<file path="config.mk">
export PLATFORM = sky130hd
export DESIGN_NAME = mem_access_unit
export DESIGN_NICKNAME = d
export VERILOG_FILES = /design/src/rtl/mau_pkg.sv /design/src/rtl/mau_lane.sv /design/src/rtl/mem_access_unit.sv
export SDC_FILE = /design/constraint.sdc
export NUM_CORES = 1
export LEC_CHECK = 0
export ABC_AREA = 1
export CORE_UTILIZATION = 40
export CTS_CLUSTER_SIZE = 12
export DETAILED_ROUTE_END_ITERATION = 10
export PLACE_DENSITY_LB_ADDON = 0.3
export SLEW_MARGIN = 20
export SYNTH_ARGS = -nofsm -noshare
export SYNTH_HDL_FRONTEND = slang
export SYNTH_SLANG_ARGS = --single-unit
</file>
<file path="constraint.sdc">
create_clock -name clk -period 2 [get_ports clk]
set_input_delay 0.6 -clock clk [delete_from_list [all_inputs] [get_ports clk]]
set_output_delay 0.6 -clock clk [all_outputs]
set_load 0.01 [all_outputs]
</file>
<file path="src/rtl/mau_pkg.sv">
// Shared types and constants for the memory access unit.
// Size encodings, FSM state type and the alignment rule live here.
package mau_pkg;

   localparam int unsigned DATA_W = 32;

   localparam logic [1:0] SZ_BYTE = 2'b00;
   localparam logic [1:0] SZ_HALF = 2'b01;
   localparam logic [1:0] SZ_WORD = 2'b10;

   typedef enum logic [2:0] {
      StIdle,
      StRead,
      StCapt,
      StWrite,
      StDone,
      StErr
   } state_e;

   // size 2'b11 aliases word, so size[1] alone selects word alignment
   function automatic logic misaligned(input logic [1:0] size, input logic [1:0] lo);
      return ((size == SZ_HALF) && lo[0]) || (size[1] && (lo != 2'b00));
   endfunction

endpackage

</file>
<file path="src/rtl/mau_lane.sv">
// Little-endian lane handling: merges store data into a RAM word and
// extracts a right-justified, optionally sign-extended load value.
module mau_lane
   import mau_pkg::*;
(
   input  logic [1:0]        size,
   input  logic [1:0]        lo,
   input  logic              sext,
   input  logic [DATA_W-1:0] wdata,
   input  logic [DATA_W-1:0] rword,
   output logic [DATA_W-1:0] merged,
   output logic [DATA_W-1:0] loaded
);

   logic [7:0]  byte_lane;
   logic [15:0] half_lane;

   assign byte_lane = rword[{lo, 3'b000} +: 8];
   assign half_lane = rword[{lo[1], 4'b0000} +: 16];

   always_comb begin
      merged = rword;
      loaded = rword;
      case (size)
         SZ_BYTE: begin
            merged[{lo, 3'b000} +: 8] = wdata[7:0];
            loaded = {{24{sext & byte_lane[7]}}, byte_lane};
         end
         SZ_HALF: begin
            merged[{lo[1], 4'b0000} +: 16] = wdata[15:0];
            loaded = {{16{sext & half_lane[15]}}, half_lane};
         end
         default: begin
            merged = wdata;
            loaded = rword;
         end
      endcase
   end

endmodule

</file>
<file path="src/rtl/mem_access_unit.sv">
// CPU-side load/store unit in front of a single-port RAM with registered read.
// Partial stores run read-modify-write; misaligned accesses end in ERR.
module mem_access_unit
   import mau_pkg::*;
#(
   parameter int unsigned ADDR_W = 10
) (
   input  logic              clk,
   input  logic              rst,
   input  logic              req,
   input  logic              wr,
   input  logic [1:0]        size,
   input  logic              sext,
   input  logic [ADDR_W+1:0] addr,
   input  logic [DATA_W-1:0] wdata,
   output logic [DATA_W-1:0] rdata,
   output logic              done,
   output logic              err,
   output logic              busy,
   output logic [ADDR_W-1:0] ram_addr,
   output logic              ram_we,
   output logic [DATA_W-1:0] ram_din,
   input  logic [DATA_W-1:0] ram_dout
);

   state_e state_q, state_d;

   logic              wr_q;
   logic [1:0]        size_q;
   logic              sext_q;
   logic [1:0]        lo_q;
   logic [DATA_W-1:0] wdata_q;
   logic [DATA_W-1:0] rdata_q;
   logic [ADDR_W-1:0] ram_addr_q;
   logic [DATA_W-1:0] ram_din_q;
   logic [DATA_W-1:0] merged;
   logic [DATA_W-1:0] loaded;

   mau_lane u_lane (
      .size   (size_q),
      .lo     (lo_q),
      .sext   (sext_q),
      .wdata  (wdata_q),
      .rword  (ram_dout),
      .merged (merged),
      .loaded (loaded)
   );

   always_ff @(posedge clk) begin
      if (!rst) begin
         state_q <= StIdle;
      end else begin
         state_q <= state_d;
      end
   end

   always_comb begin
      state_d = state_q;
      case (state_q)
         StIdle: begin
            if (req) begin
               if (misaligned(size, addr[1:0])) begin
                  state_d = StErr;
               end else if (wr && size[1]) begin
                  state_d = StWrite;
               end else begin
                  state_d = StRead;
               end
            end
         end
         StRead:  state_d = StCapt;
         StCapt:  state_d = wr_q ? StWrite : StDone;
         StWrite: state_d = StDone;
         StDone:  state_d = StIdle;
         StErr:   state_d = StIdle;
         default: state_d = StIdle;
      endcase
   end

   always_comb begin
      busy   = (state_q != StIdle);
      done   = (state_q == StDone) || (state_q == StErr);
      err    = (state_q == StErr);
      ram_we = (state_q == StWrite);
   end

   always_ff @(posedge clk) begin
      if (!rst) begin
         wr_q       <= 1'b0;
         size_q     <= SZ_BYTE;
         sext_q     <= 1'b0;
         lo_q       <= 2'b00;
         wdata_q    <= '0;
         rdata_q    <= '0;
         ram_addr_q <= '0;
         ram_din_q  <= '0;
      end else begin
         if ((state_q == StIdle) && req) begin
            wr_q       <= wr;
            size_q     <= size;
            sext_q     <= sext;
            lo_q       <= addr[1:0];
            wdata_q    <= wdata;
            ram_addr_q <= addr[ADDR_W+1:2];
            ram_din_q  <= wdata;
         end
         // ram_dout holds the addressed word during CAPT
         if (state_q == StCapt) begin
            if (wr_q) begin
               ram_din_q <= merged;
            end else begin
               rdata_q <= loaded;
            end
         end
      end
   end

   assign rdata    = rdata_q;
   assign ram_addr = ram_addr_q;
   assign ram_din  = ram_din_q;

endmodule

</file>
# After elaboration in Yosys (flattened, before gate mapping)
# Cells that the tools add are included.
# W data, S select, Z words.
dict set report totals {
  regBits 115
  input_bits 83
  output_inout_bits 78
  elab_cells 51
}
dict set report op_classes {
  add_sub_neg 2
  n_eq_ne 8
  n_shift 6
  n_mux 12
  bitwise 3
  reduce_logical 11
}
# cell n
set op_table {}
lappend op_table {{$pmux W32 S2} 2}
lappend op_table {{$mux W32} 3}
lappend op_table {{$bwmux W32} 2}
lappend op_table {{$shift A16 B7 Y32 const A} 1}
lappend op_table {{$shift A8 B7 Y32 const A} 1}
lappend op_table {{$shiftx A16 B7 Y32} 1}
lappend op_table {{$shiftx A32 B6 Y16} 1}
lappend op_table {{$shiftx A32 B6 Y8} 1}
lappend op_table {{$shiftx A8 B7 Y32} 1}
lappend op_table {{$neg A5 Y7} 2}
lappend op_table {{$pmux W3 S4} 1}
lappend op_table {{$mux W3} 3}
lappend op_table {{$eq A3 B2 Y1 const B} 2}
lappend op_table {{$eq A3 B3 Y1 const B} 2}
lappend op_table {{$eq A2 B1 Y1 const B} 2}
lappend op_table {{$logic_and A1 B1 Y1} 4}
lappend op_table {{$eq A3 B1 Y1 const B} 1}
lappend op_table {{$logic_not A3 Y1} 1}
lappend op_table {{$reduce_bool A3 Y1} 1}
lappend op_table {{$and A1 B1 Y1} 2}
lappend op_table {{$logic_not A2 Y1} 1}
lappend op_table {{$logic_or A1 B1 Y1} 2}
lappend op_table {{$mux W2} 1}
lappend op_table {{$ne A2 B2 Y1 const B} 1}
lappend op_table {{3 further kinds} 3}

# Longest topological paths before layout
# Gate-level depths: netlist of the first run.
dict set report logic_depth {
  word_depth 6
  depth_mapped 12
}

# Cells and area by module
# From an unflattened synthesis of the first run, not the netlist that was laid out.
dict set report unflattened {
  cells_unflattened 1102
  area_unflattened_um2 6678.9
}
# mod n_inst cells_each area_each_um2 seq_area_each_um2
set modules_own_cells {}
lappend modules_own_cells {mem_access_unit 1 698 4892.2 2302.2}
lappend modules_own_cells {mau_lane 1 404 1786.7 0.0}

# Worst setup path before layout of the first run
# No wires, ideal clock.
dict set report synth_timing {
  path_kind {reg-to-reg}
  start {register lo_q[1]}
  end {register ram_din_q[10], in the netlist ram_din[10]}
  setup_ns 0.064
  t_arrival_ns 1.857
  slack_ns 0.079
  path_stages_with_launch 12
  n_path_buf 3
  cell_sequence {dfxtp_1 buf_2 inv_2 buf_6 buf_2 ha_1 inv_1 nor3_2 nand2_1 a21oi_1 nor2_1 nor2_1}
}
dict set report synth_between {
  elab_chain_len 6
  word_cells_on_any_way 11
  cone_classes {add/sub: 2; shift: 4; mux: 5}
}
# element line_no
set synth_lines {}
lappend synth_lines {{start: declaration} mem_access_unit.sv:31} ;# logic [1:0] lo_q;
lappend synth_lines {{start signal: assignment} mem_access_unit.sv:102} ;# lo_q <= addr[1:0];
lappend synth_lines {{$neg A5 Y7, on equally long branches} {mau_lane.sv:30, mau_lane.sv:26}}
lappend synth_lines {{$shiftx A16 B7 Y32, or another cell as far along} mau_lane.sv:30} ;# merged[{lo[1], 4'b0000} +: 16] = wdata[15:0];
lappend synth_lines {{$bwmux W32, on equally long branches} {mau_lane.sv:30, mau_lane.sv:26}}
lappend synth_lines {{$pmux W32 S2 *} mau_lane.sv:24} ;# case (size)
lappend synth_lines {{$mux W32 *} mem_access_unit.sv:109} ;# if (wr_q) begin
lappend synth_lines {{$mux W32 *} mem_access_unit.sv:108} ;# if (state_q == StCapt) begin
lappend synth_lines {{end signal: assignment} mem_access_unit.sv:105} ;# ram_din_q <= wdata;
lappend synth_lines {{end signal: assignment} mem_access_unit.sv:110} ;# ram_din_q <= merged;
lappend synth_lines {{end: declaration} mem_access_unit.sv:35} ;# logic [DATA_W-1:0] ram_din_q;
# Mark *: on every way between the ends. The rest lies on a longest branch, timed or not.
# A chain may end at the register's enable or synchronous reset.

# Worst setup path after layout of the first run
dict set report layout_timing {
  start {register rdata_q[0], in the netlist rdata[0]}
  end {output port rdata[0]}
}
# element line_no
set layout_lines {}
lappend layout_lines {{start: declaration} mem_access_unit.sv:33} ;# logic [DATA_W-1:0] rdata_q;
lappend layout_lines {{start signal: assignment} mem_access_unit.sv:112} ;# rdata_q <= loaded;
lappend layout_lines {{end: declaration} mem_access_unit.sv:16} ;# output logic [DATA_W-1:0] rdata,
# No word-level cell between the ends.

==> impl_results.md, run 1 <==
* Static leakage at 3.62 nW
* Most used cells in the layout excluding fill and tap cells: nand2_1 (322), clkdlybuf4s50_1 (155), a21oi_1 (114)
* Post-layout net count at 1,228
* Final worst clock skew at 0.00962 ns
* Gate count after technology mapping at 977
* Mean instance size in the synthesized netlist at roughly 6.4 sq um
* Number of levels the H-tree was split into at 4
* Period minus WS final at 1.96 ns
* Register bit total from synthesis at 115
* Crit path required time at between 1 and 1.5 ns
* CP Cell Sequence: clkdlybuf4s50_1
* Post-Syn Nets at 1,065
* Most common cell after layout, fill and taps aside: nand2_1
* Launching element type of the critical path: flop
* FMAX at 510 MHz
* Count of pins over their slew limit at 0
* Register clock-pin slew on the reported worst setup and hold paths at 0.05 ns
* Number of antenna violations at the first check in global routing at 0
* Vertical extent of the die at 127 um
* I/O Pins at ~160
* Hold Vio Cnt, Final at 0
* GR Overflow Total at 0
* Floorplan die width at 127 um
* Worst-case headroom to the max-slew limit at 66.0%
* Synth Cell Area at 6230 sq um
* Area Growth Syn to Fin at 40.2%
* Initial standard-cell utilization of the core at 41.0%
* Maximum number of pins on one net before global-route repair at 50
* Number of design-rule violations left by the first detailed-router iteration at 513
* Worst IR Drop VDD at around 800 uV
* Largest stage delay on the critical path at between 0.5 and 0.6 ns
* Layout cell share with drive strength beyond 1 at 9.54%
* Standard-cell row count at 45
* Clock root cell: clkbuf_16
* Worst-skew pair later-pin latency at 0.42 ns
* Family with the most delay on the worst path: buffers and inverters
* Share of the yosys chip area belonging to registers at 37.0%
* Estimated wirelength of the detail-placed design at 15,000 um
* Class of the tightest hold or removal check: flop to flop
* Period utilization at 98.0%
* Total routing resource utilization after global routing at 26.4%
* TritonCTS clock tree: done
* Core Footprint at 15,200 sq um
* Total detailed-routing wirelength at 21,200 um
* Crit path max-delay cell type: clkdlybuf4s50_1
* Final WS setup at approximately 0.04 ns
* Measured slew at the worst slew-check pin at 0.510 ns
* Wire per inst at 15.8 um
* Final estimated routing congestion in global placement at 0.943
* Maxcap violations at 0
* Top-area cell type share of the netlist area at 37.0%
* CP Buf/Inv Count at 1
* Syn. warnings at 0
* Setup Viol. Count Final at 0
* FILL cells at about 1.5k
* Number of global-route vias before repair at 6,522
* Distinct cells, synth at 29
* Die area at 16,100 sq um
* Post-synth top area cell: dfxtp_1
* Via density per instance at 5.23
* Post-route total power at 9.70 mW
* Clock buffer count from CTS at 17
* Port-buffer cells at 160
* Kind of critical path: flop to output pin
* CP endpoint kind: output pin
* Data arrival time of the critical path at 1.36 ns
* Count of nets left with antenna violations after detail routing at 0
* Placement Setup Slack at -0.125 ns
* Power per unit of standard cell area at 1110 nW/um^2
* CP max FO at 2
* RSZ-0062 raised after global routing: no
* Drt pass-1 iters at 7
* Hold-fix buffers, CTS at 0
* Number of diodes added for antenna fixing at 0
* Synth area leaders: dfxtp_1 (37%), nand2_1 (19%), a21oi_1 (9.2%)
* Via count at about 7.0k
* DRC violation count after routing at 0
* Number of sinks driven by the clock tree at between 100 and 150
* Status: finished clean
* Longest Clk Path Bufs at 2
* Global-route wire length before repair at 33,300 um
per-layer routing:
layer / track usage, % / vias up / share of wire, %
met5: 0 / - / 0
met4: 13.2 / 0 / 4.0
met3: 5.44 / 60 / 5.8
met2: 42.5 / 296 / 46
met1: 33.5 / 3125 / 44
li1: - / 3528 / -
cells in the mapped netlist, drive strengths merged:
master / count
buf: 38
clkinv: 2
nor2: 99
a21oi: 125
o211ai: 17
nand4: 19
inv: 50
dfxtp: 115
nor3: 10
ha: 5
o21a: 8
nand2: 324
o21ai: 89
clkbuf: 26
a211oi: 1
o211a: 2
o21bai: 1
nand3: 46
stage by stage:
stage	instance area (sq um)	hold slack (ns)	cells	utilization [%]	TNS, ns
finish	8740	0.460	1341	57.5	0
global route	8740	0.477	1341	57.5	0
CTS	8680	0.460	1335	57.1	0
detailed placement	8120	0.453	1303	53.4	-1.25
global placement	8120	0.450	1303	53.4	-0.699
floorplan	6230	0.440	977	-	0
cell families after synthesis:
family                     synth area share (%)
DFF                                        37.0
adders and majority gates                  1.00
AOI/OAI and AO/OA                          21.6
buffers and inverters                      8.03
and+or+nand+nor                            32.5
registers in the layout, summed over array words and instances (netlist names):
signal / flops
ram_din: 32
rdata: 32
wdata_q: 32
ram_addr: 10
state_q: 3
lo_q: 2
size_q: 2
sext_q: 1
wr_q: 1
what timing repair did:
| action | in CTS | in global routing |
|---|---|---|
| setup endpoints to repair | 4 | 8 |
| gates resized for setup | 5 | 3 |
| hold endpoints to repair | 0 | 0 |
| buffers inserted | 0 | 6 |
| pin swaps | 0 | 1 |
power by group:
group	total (mW)	internal, mW	switching, mW
Combinational	3.79	1.56	2.24
Clock	2.83	1.73	1.11
Sequential	3.07	2.75	0.325
final cells by class:
type                            instances  area (sq um)  share of cell area, %
Clock buffer                           19           443                   5.07
Tap cell                              188           235                   2.69
Sequential cell                       115          2310                   26.4
Multi-Input combinational cell        746          3440                   39.4
Inverter                               52           195                   2.23
Timing Repair Buffer                  208          2000                   22.9
Clock inverter                         13           113                   1.29
worst paths after layout:
kind | to | cells after the start | start | slack, ns
max | rdata[0] | 1 | rdata[0]$_SDFFE_PN0P_ | 0.04
min | wdata_q[22]$_SDFFE_PN0P_ | 2 | wdata_q[22]$_SDFFE_PN0P_ | 0.46
max reg2reg | rdata[9]$_SDFFE_PN0P_ | 9 | size_q[1]$_SDFFE_PN0P_ | 0.18
min reg2reg | wdata_q[22]$_SDFFE_PN0P_ | 2 | wdata_q[22]$_SDFFE_PN0P_ | 0.46
worst min-delay path: stages, from the launching register on:
cell and delay (ns):
dfxtp_1 0.30, nand2_1 0.06, a21oi_1 0.05
(Power assumes the default switching activity.)
==> run 2: changes to the inputs <==
- CORE_UTILIZATION: 40 -> 45
- SLEW_MARGIN: 20 -> default
==> impl_results.md, run 2 (synthesis gave the netlist of run 1 again) <==
* Crit path required time at 1.40 ns (about the same)
* Number of sinks driven by the clock tree at 115 (unchanged)
* Clock root cell: clkbuf_16 (unchanged)
* Drt pass-1 iters at 5 (was 7)
* DRC violation count after routing at 0 (unchanged)
* Static leakage at 3.60 nW (was 3.62 nW)
* Count of pins over their slew limit at 0 (unchanged)
* TritonCTS clock tree: done (unchanged)
* Class of the tightest hold or removal check: flop to flop (unchanged)
* Crit path max-delay cell type: clkdlybuf4s50_1 (unchanged)
* Family with the most delay on the worst path: buffers and inverters (unchanged)
* Maximum number of pins on one net before global-route repair at 72 (was 50)
* Wire per inst at 15.4 um (was 15.8 um)
* Number of diodes added for antenna fixing at 0 (unchanged)
* Hold Vio Cnt, Final at 0 (unchanged)
* Port-buffer cells at 160 (unchanged)
* Final core utilization at 65.2% (was 57.5%)
* Maxcap violations at 0 (unchanged)
* Worst IR Drop VDD at 928 uV (was 790 uV)
* Measured slew at the worst slew-check pin at 0.561 ns (was 0.510 ns)
* Estimated wirelength of the detail-placed design at 14,200 um (was 15,000 um)
* Data arrival time of the critical path at 1.33 ns (was 1.36 ns)
* Buffers inserted by post-CTS timing repair at 0 (unchanged)
* RSZ-0062 raised after global routing: no (unchanged)
* Number of antenna violations at the first check in global routing at 0 (unchanged)
* Total routing resource utilization after global routing at 29.4% (was 26.4%)
* Standard-cell row count at 42 (was 45)
* CP Cell Sequence: clkdlybuf4s50_1 (unchanged)
* Worst-skew pair later-pin latency at 0.42 ns (about the same)
* Number of global-route vias before repair at 6,696 (was 6,522)
* Power per unit of standard cell area at 1130 nW/um^2 (was 1110 nW/um^2)
* Setup Viol. Count Final at 0 (unchanged)
* Largest stage delay on the critical path at 0.55 ns (was 0.56 ns)
* Via count at 7,031 (was 7,009)
* Post-layout net count at 1,216 (was 1,228)
* Final estimated routing congestion in global placement at 0.936 (was 0.943)
* Layout cell share with drive strength beyond 1 at 8.00% (was 9.54%)
* Floorplan die width at 120 um (was 127 um)
* Via density per instance at 5.35 (was 5.23)
* Period utilization at 96.6% (was 98.0%)
* I/O Pins at 161 (unchanged)
* Register clock-pin slew on the reported worst setup and hold paths at 0.05 ns (about the same)
* Initial standard-cell utilization of the core at 46.7% (was 41.0%)
* CP endpoint kind: output pin (unchanged)
* Longest Clk Path Bufs at 2 (unchanged)
* Most common cell after layout, fill and taps aside: nand2_1 (unchanged)
* Core Footprint at 13,300 sq um (was 15,200 sq um)
* Period minus WS final at 1.93 ns (was 1.96 ns)
* FMAX at 518 MHz (was 510 MHz)
* Launching element type of the critical path: flop (unchanged)
* Area Growth Syn to Fin at 39.7% (was 40.2%)
* Total detailed-routing wirelength at 20,300 um (was 21,200 um)
* CP Buf/Inv Count at 1 (unchanged)
* Vertical extent of the die at 120 um (was 127 um)
* Number of levels the H-tree was split into at 4 (unchanged)
* Status: finished clean (unchanged)
* Kind of critical path: flop to output pin (unchanged)
* Clock buffer count from CTS at 17 (unchanged)
* Final worst clock skew at 0.0208 ns (was 0.00962 ns)
* Worst-case headroom to the max-slew limit at 62.5% (was 66.0%)
* Most used cells in the layout excluding fill and tap cells: nand2_1 (322), clkdlybuf4s50_1 (155), a21oi_1 (114) (unchanged)
* GR Overflow Total at 0 (unchanged)
* CP max FO at 2 (unchanged)
* Count of nets left with antenna violations after detail routing at 0 (unchanged)
* Worst hold slack at 0.461 ns (was 0.460 ns)
* Die area at 14,300 sq um (was 16,100 sq um)
* Number of design-rule violations left by the first detailed-router iteration at 693 (was 513)
* Global-route wire length before repair at 33,100 um (was 33,300 um)
* Hold-fix buffers, CTS at 0 (unchanged)
==> run 2: routing by layer <==
metal,GRT usage [%],up-vias,wire length (um)
met1,36.7,3167,8720
met5,0,-,0
met2,46.9,300,9280
met4,16.5,0,894
li1,-,3503,-
met3,6.27,61,1390
==> run 2: path summary, 6_finish.rpt <==
path / startpoint / to / slack (ns) / cells past startpoint
worst min register to register: wdata_q[20]$_SDFFE_PN0P_ / wdata_q[20]$_SDFFE_PN0P_ / 0.46 / 2
worst max-delay path: rdata[0]$_SDFFE_PN0P_ / rdata[0] / 0.07 / 1
worst max register to register: size_q[1]$_SDFFE_PN0P_ / rdata[18]$_SDFFE_PN0P_ / 0.20 / 7
worst min-delay path: wdata_q[20]$_SDFFE_PN0P_ / wdata_q[20]$_SDFFE_PN0P_ / 0.46 / 2
==> run 2: layout make-up <==
type | count | area (sq um)
Sequential cell | 115 | 2300
Clock inverter | 6 | 130
Clock buffer | 23 | 458
Timing Repair Buffer | 196 | 1960
Tap cell | 176 | 220
Fill cell | 1251 | 4640
Multi-Input combinational cell | 746 | 3440
Inverter | 52 | 195
==> run 2: stage by stage <==
step	worst slack, ns	area [sq um]	instances	total power, mW	TNS (ns)
detailed placement	-0.129	8110	1285	6.78	-1.55
finish	0.0688	8710	1314	9.87	0
global route	0.000451	8710	1314	10.5	0
floorplan	0.0794	6230	977	5.28	0
global placement	-0.0653	8110	1285	6.75	-0.696
CTS	0.0565	8700	1314	9.88	0
==> run 2: repair_timing <==
action	in CTS	in global routing
gates resized for setup	5	4
endpoints found under the hold margin	0	0
endpoints found under the setup margin	4	3
pin swaps	0	1
==> run 2: power by group <==
part | switching [mW] | internal [mW]
registers | 0.332 | 2.75
logic | 2.19 | 1.54
clock network | 0.978 | 2.09
total | 3.50 | 6.37
==> run 3: changes to the inputs <==
--- a/config.mk
+++ b/config.mk
@@ -8,4 +8,5 @@
 export ABC_AREA = 1
 export CORE_UTILIZATION = 45
+export CTS_CLUSTER_DIAMETER = 150
 export CTS_CLUSTER_SIZE = 12
 export DETAILED_ROUTE_END_ITERATION = 10
==> constraint.sdc (replaced) <==
create_clock -name clk -period 2 [get_ports clk]
set_input_delay 0.6 -clock clk [delete_from_list [all_inputs] [get_ports clk]]
set_output_delay 0.6 -clock clk [all_outputs]
set_load 0.02 [all_outputs]
==> impl_results.md, run 3 (synthesis gave the netlist of run 1 again) <==
* Status: finished clean (unchanged)
* RSZ-0062 raised after global routing: no (unchanged)
* Period utilization at 98.6% (was 96.6%)
* Maxcap violations at 0 (unchanged)
* Area Growth Syn to Fin at 40.4% (was 39.7%)
* Startpoint of the most critical setup path: rdata[17]$_SDFFE_PN0P_ (was rdata[0]$_SDFFE_PN0P_)
* Worst-case headroom to the max-slew limit at 62.4% (was 62.5%)
* Via count at 7,017 (was 7,031)
* Static leakage at 3.95 nW (was 3.60 nW)
* Post-route total power at 10.1 mW (was 9.87 mW)
* CP max FO at 2 (unchanged)
* Reg2Reg Launch Point: size_q[1]$_SDFFE_PN0P_ (unchanged)
* Port-buffer cells at 160 (unchanged)
* Total routing resource utilization after global routing at 29.4% (about the same)
* Count of nets left with antenna violations after detail routing at 0 (unchanged)
* Initial standard-cell utilization of the core at 46.7% (unchanged)
* Number of stages on the worst setup path at 1 (unchanged)
* Measured slew at the worst slew-check pin at 0.562 ns (was 0.561 ns)
* Via density per instance at 5.34 (was 5.35)
* Number of design-rule violations left by the first detailed-router iteration at 680 (was 693)
* Most common cell after layout, fill and taps aside: nand2_1 (unchanged)
* Vertical extent of the die at 120 um (unchanged)
* Largest stage delay on the critical path at 0.61 ns (was 0.55 ns)
* Worst-skew pair later-pin latency at 0.42 ns (about the same)
* TritonCTS clock tree: done (unchanged)
* Total detailed-routing wirelength at 20,300 um (about the same)
* Wire per inst at 15.4 um (about the same)
* Period minus WS final at 1.97 ns (was 1.93 ns)
* Final worst clock skew at 0.0154 ns (was 0.0208 ns)
* Global-route wire length before repair at 33,100 um (unchanged)
* CP endpoint kind: output pin (unchanged)
* CP Buf/Inv Count at 1 (unchanged)
* Setup Viol. Count Final at 0 (unchanged)
* Number of global-route vias before repair at 6,695 (was 6,696)
* Layout cell share with drive strength beyond 1 at 8.17% (was 8.00%)
* Count of pins over their slew limit at 0 (unchanged)
* Most used cells in the layout excluding fill and tap cells: nand2_1 (322), clkdlybuf4s50_1 (133), a21oi_1 (114) (was nand2_1 (322), clkdlybuf4s50_1 (155), a21oi_1 (114))
* Number of diodes added for antenna fixing at 0 (unchanged)
* Longest Clk Path Bufs at 2 (unchanged)
* Setup_tns at 0 ns (unchanged)
* Buffers inserted by post-CTS timing repair at 0 (unchanged)
* GR Overflow Total at 0 (unchanged)
* Post-layout net count at 1,216 (unchanged)
* Crit path max-delay cell type: clkdlybuf4s50_1 (unchanged)
* Final estimated routing congestion in global placement at 0.936 (unchanged)
* RR Endpoint: rdata[18]$_SDFFE_PN0P_ (unchanged)
* Crit path required time at 1.40 ns (about the same)
* Kind of critical path: flop to output pin (unchanged)
* Drt pass-1 iters at 5 (unchanged)
* I/O Pins at 161 (unchanged)
* Estimated wirelength of the detail-placed design at 14,200 um (unchanged)
* FMAX at 507 MHz (was 518 MHz)
* Crit path to: rdata[17] (was rdata[0])
* Launching element type of the critical path: flop (unchanged)
* Reg2Reg Depth at 7 (unchanged)
* Worst-case register-to-register setup slack at 0.21 ns (was 0.20 ns)
* Floorplan die width at 120 um (unchanged)
* Number of levels the H-tree was split into at 4 (unchanged)
* Family with the most delay on the worst path: buffers and inverters (unchanged)
* Data arrival time of the critical path at 1.37 ns (was 1.33 ns)
* Die area at 14,300 sq um (unchanged)
* DRC violation count after routing at 0 (unchanged)
* Number of antenna violations at the first check in global routing at 0 (unchanged)
* Power per unit of standard cell area at 1150 nW/um^2 (was 1130 nW/um^2)
* Standard-cell row count at 42 (unchanged)
* Worst IR Drop VDD at 980 uV (was 928 uV)
* Number of sinks driven by the clock tree at 115 (unchanged)
* Core Footprint at 13,300 sq um (unchanged)
* Register clock-pin slew on the reported worst setup and hold paths at 0.05 ns (about the same)
* Maximum number of pins on one net before global-route repair at 72 (unchanged)
* Clock buffer count from CTS at 17 (unchanged)
* Hold Vio Cnt, Final at 0 (unchanged)
* Class of the tightest hold or removal check: flop to flop (unchanged)
* Clock root cell: clkbuf_16 (unchanged)
* CP Cell Sequence: clkdlybuf4s50_1 (unchanged)
[run 3: layout make-up]
class	count	area (sq um)
Fill cell	1247	4600
Multi-Input combinational cell	746	3440
Sequential cell	115	2300
Timing Repair Buffer	196	2000
Clock buffer	23	458
Tap cell	176	220
Inverter	52	195
Clock inverter	6	130
[run 3: where the power goes]
part / total (mW) / internal (mW) / switching [mW]
Clock: 3.08 / 2.09 / 0.989
Combinational: 3.93 / 1.51 / 2.42
Sequential: 3.08 / 2.75 / 0.328
Total: 10.1 / 6.35 / 3.74
[run 3: worst min-delay path by stage]
stage	from	to	slack, ns	depth (start not counted)
finish	wdata_q[18]$_SDFFE_PN0P_	wdata_q[18]$_SDFFE_PN0P_	0.46	2
global route	wdata_q[27]$_SDFFE_PN0P_	wdata_q[27]$_SDFFE_PN0P_	0.48	2
CTS	wdata_q[20]$_SDFFE_PN0P_	wdata_q[20]$_SDFFE_PN0P_	0.46	2
detailed placement	wdata_q[22]$_SDFFE_PN0P_	wdata_q[22]$_SDFFE_PN0P_	0.46	2
global placement	wdata_q[22]$_SDFFE_PN0P_	wdata_q[22]$_SDFFE_PN0P_	0.45	2
floorplan	wdata_q[27]$_SDFFE_PN0P_	wdata_q[27]$_SDFFE_PN0P_	0.44	2
[run 3: repair_timing]
action,CTS,global route
endpoints found under the setup margin,6,24
resized for setup,10,27
hold buffers,0,0
[run 3: worst register-to-register path, cell delays in order, from the launching register on]
cell,delay (ns)
dfxtp_2,0.55
inv_2,0.13
nand2_1,0.13
nor2_2,0.06
nand2_1,0.08
nand2_2,0.09
a21oi_4,0.48
a21oi_1,0.13
[run 3: per-stage QoR]
step	utilization [%]	hold slack, ns	cell area (sq um)	cells	setup slack, ns
after detailed placement	60.8	0.456	8110	1285	-0.129
after global placement	60.8	0.450	8110	1285	-0.0653
after CTS	65.2	0.464	8700	1314	-0.00506
after floorplan	-	0.440	6230	977	0.0794
after global routing	65.5	0.477	8740	1314	0.00135
final	65.5	0.461	8740	1314	0.0281
[run 3: routing by layer]
metal / up-vias / track usage [%] / part of all wire, %
li1: 3503 / - / -
met1: 3128 / 36.7 / 43
met2: 328 / 46.9 / 46
met3: 58 / 6.27 / 7.2
met4: 0 / 16.5 / 4.2
met5: - / 0 / 0
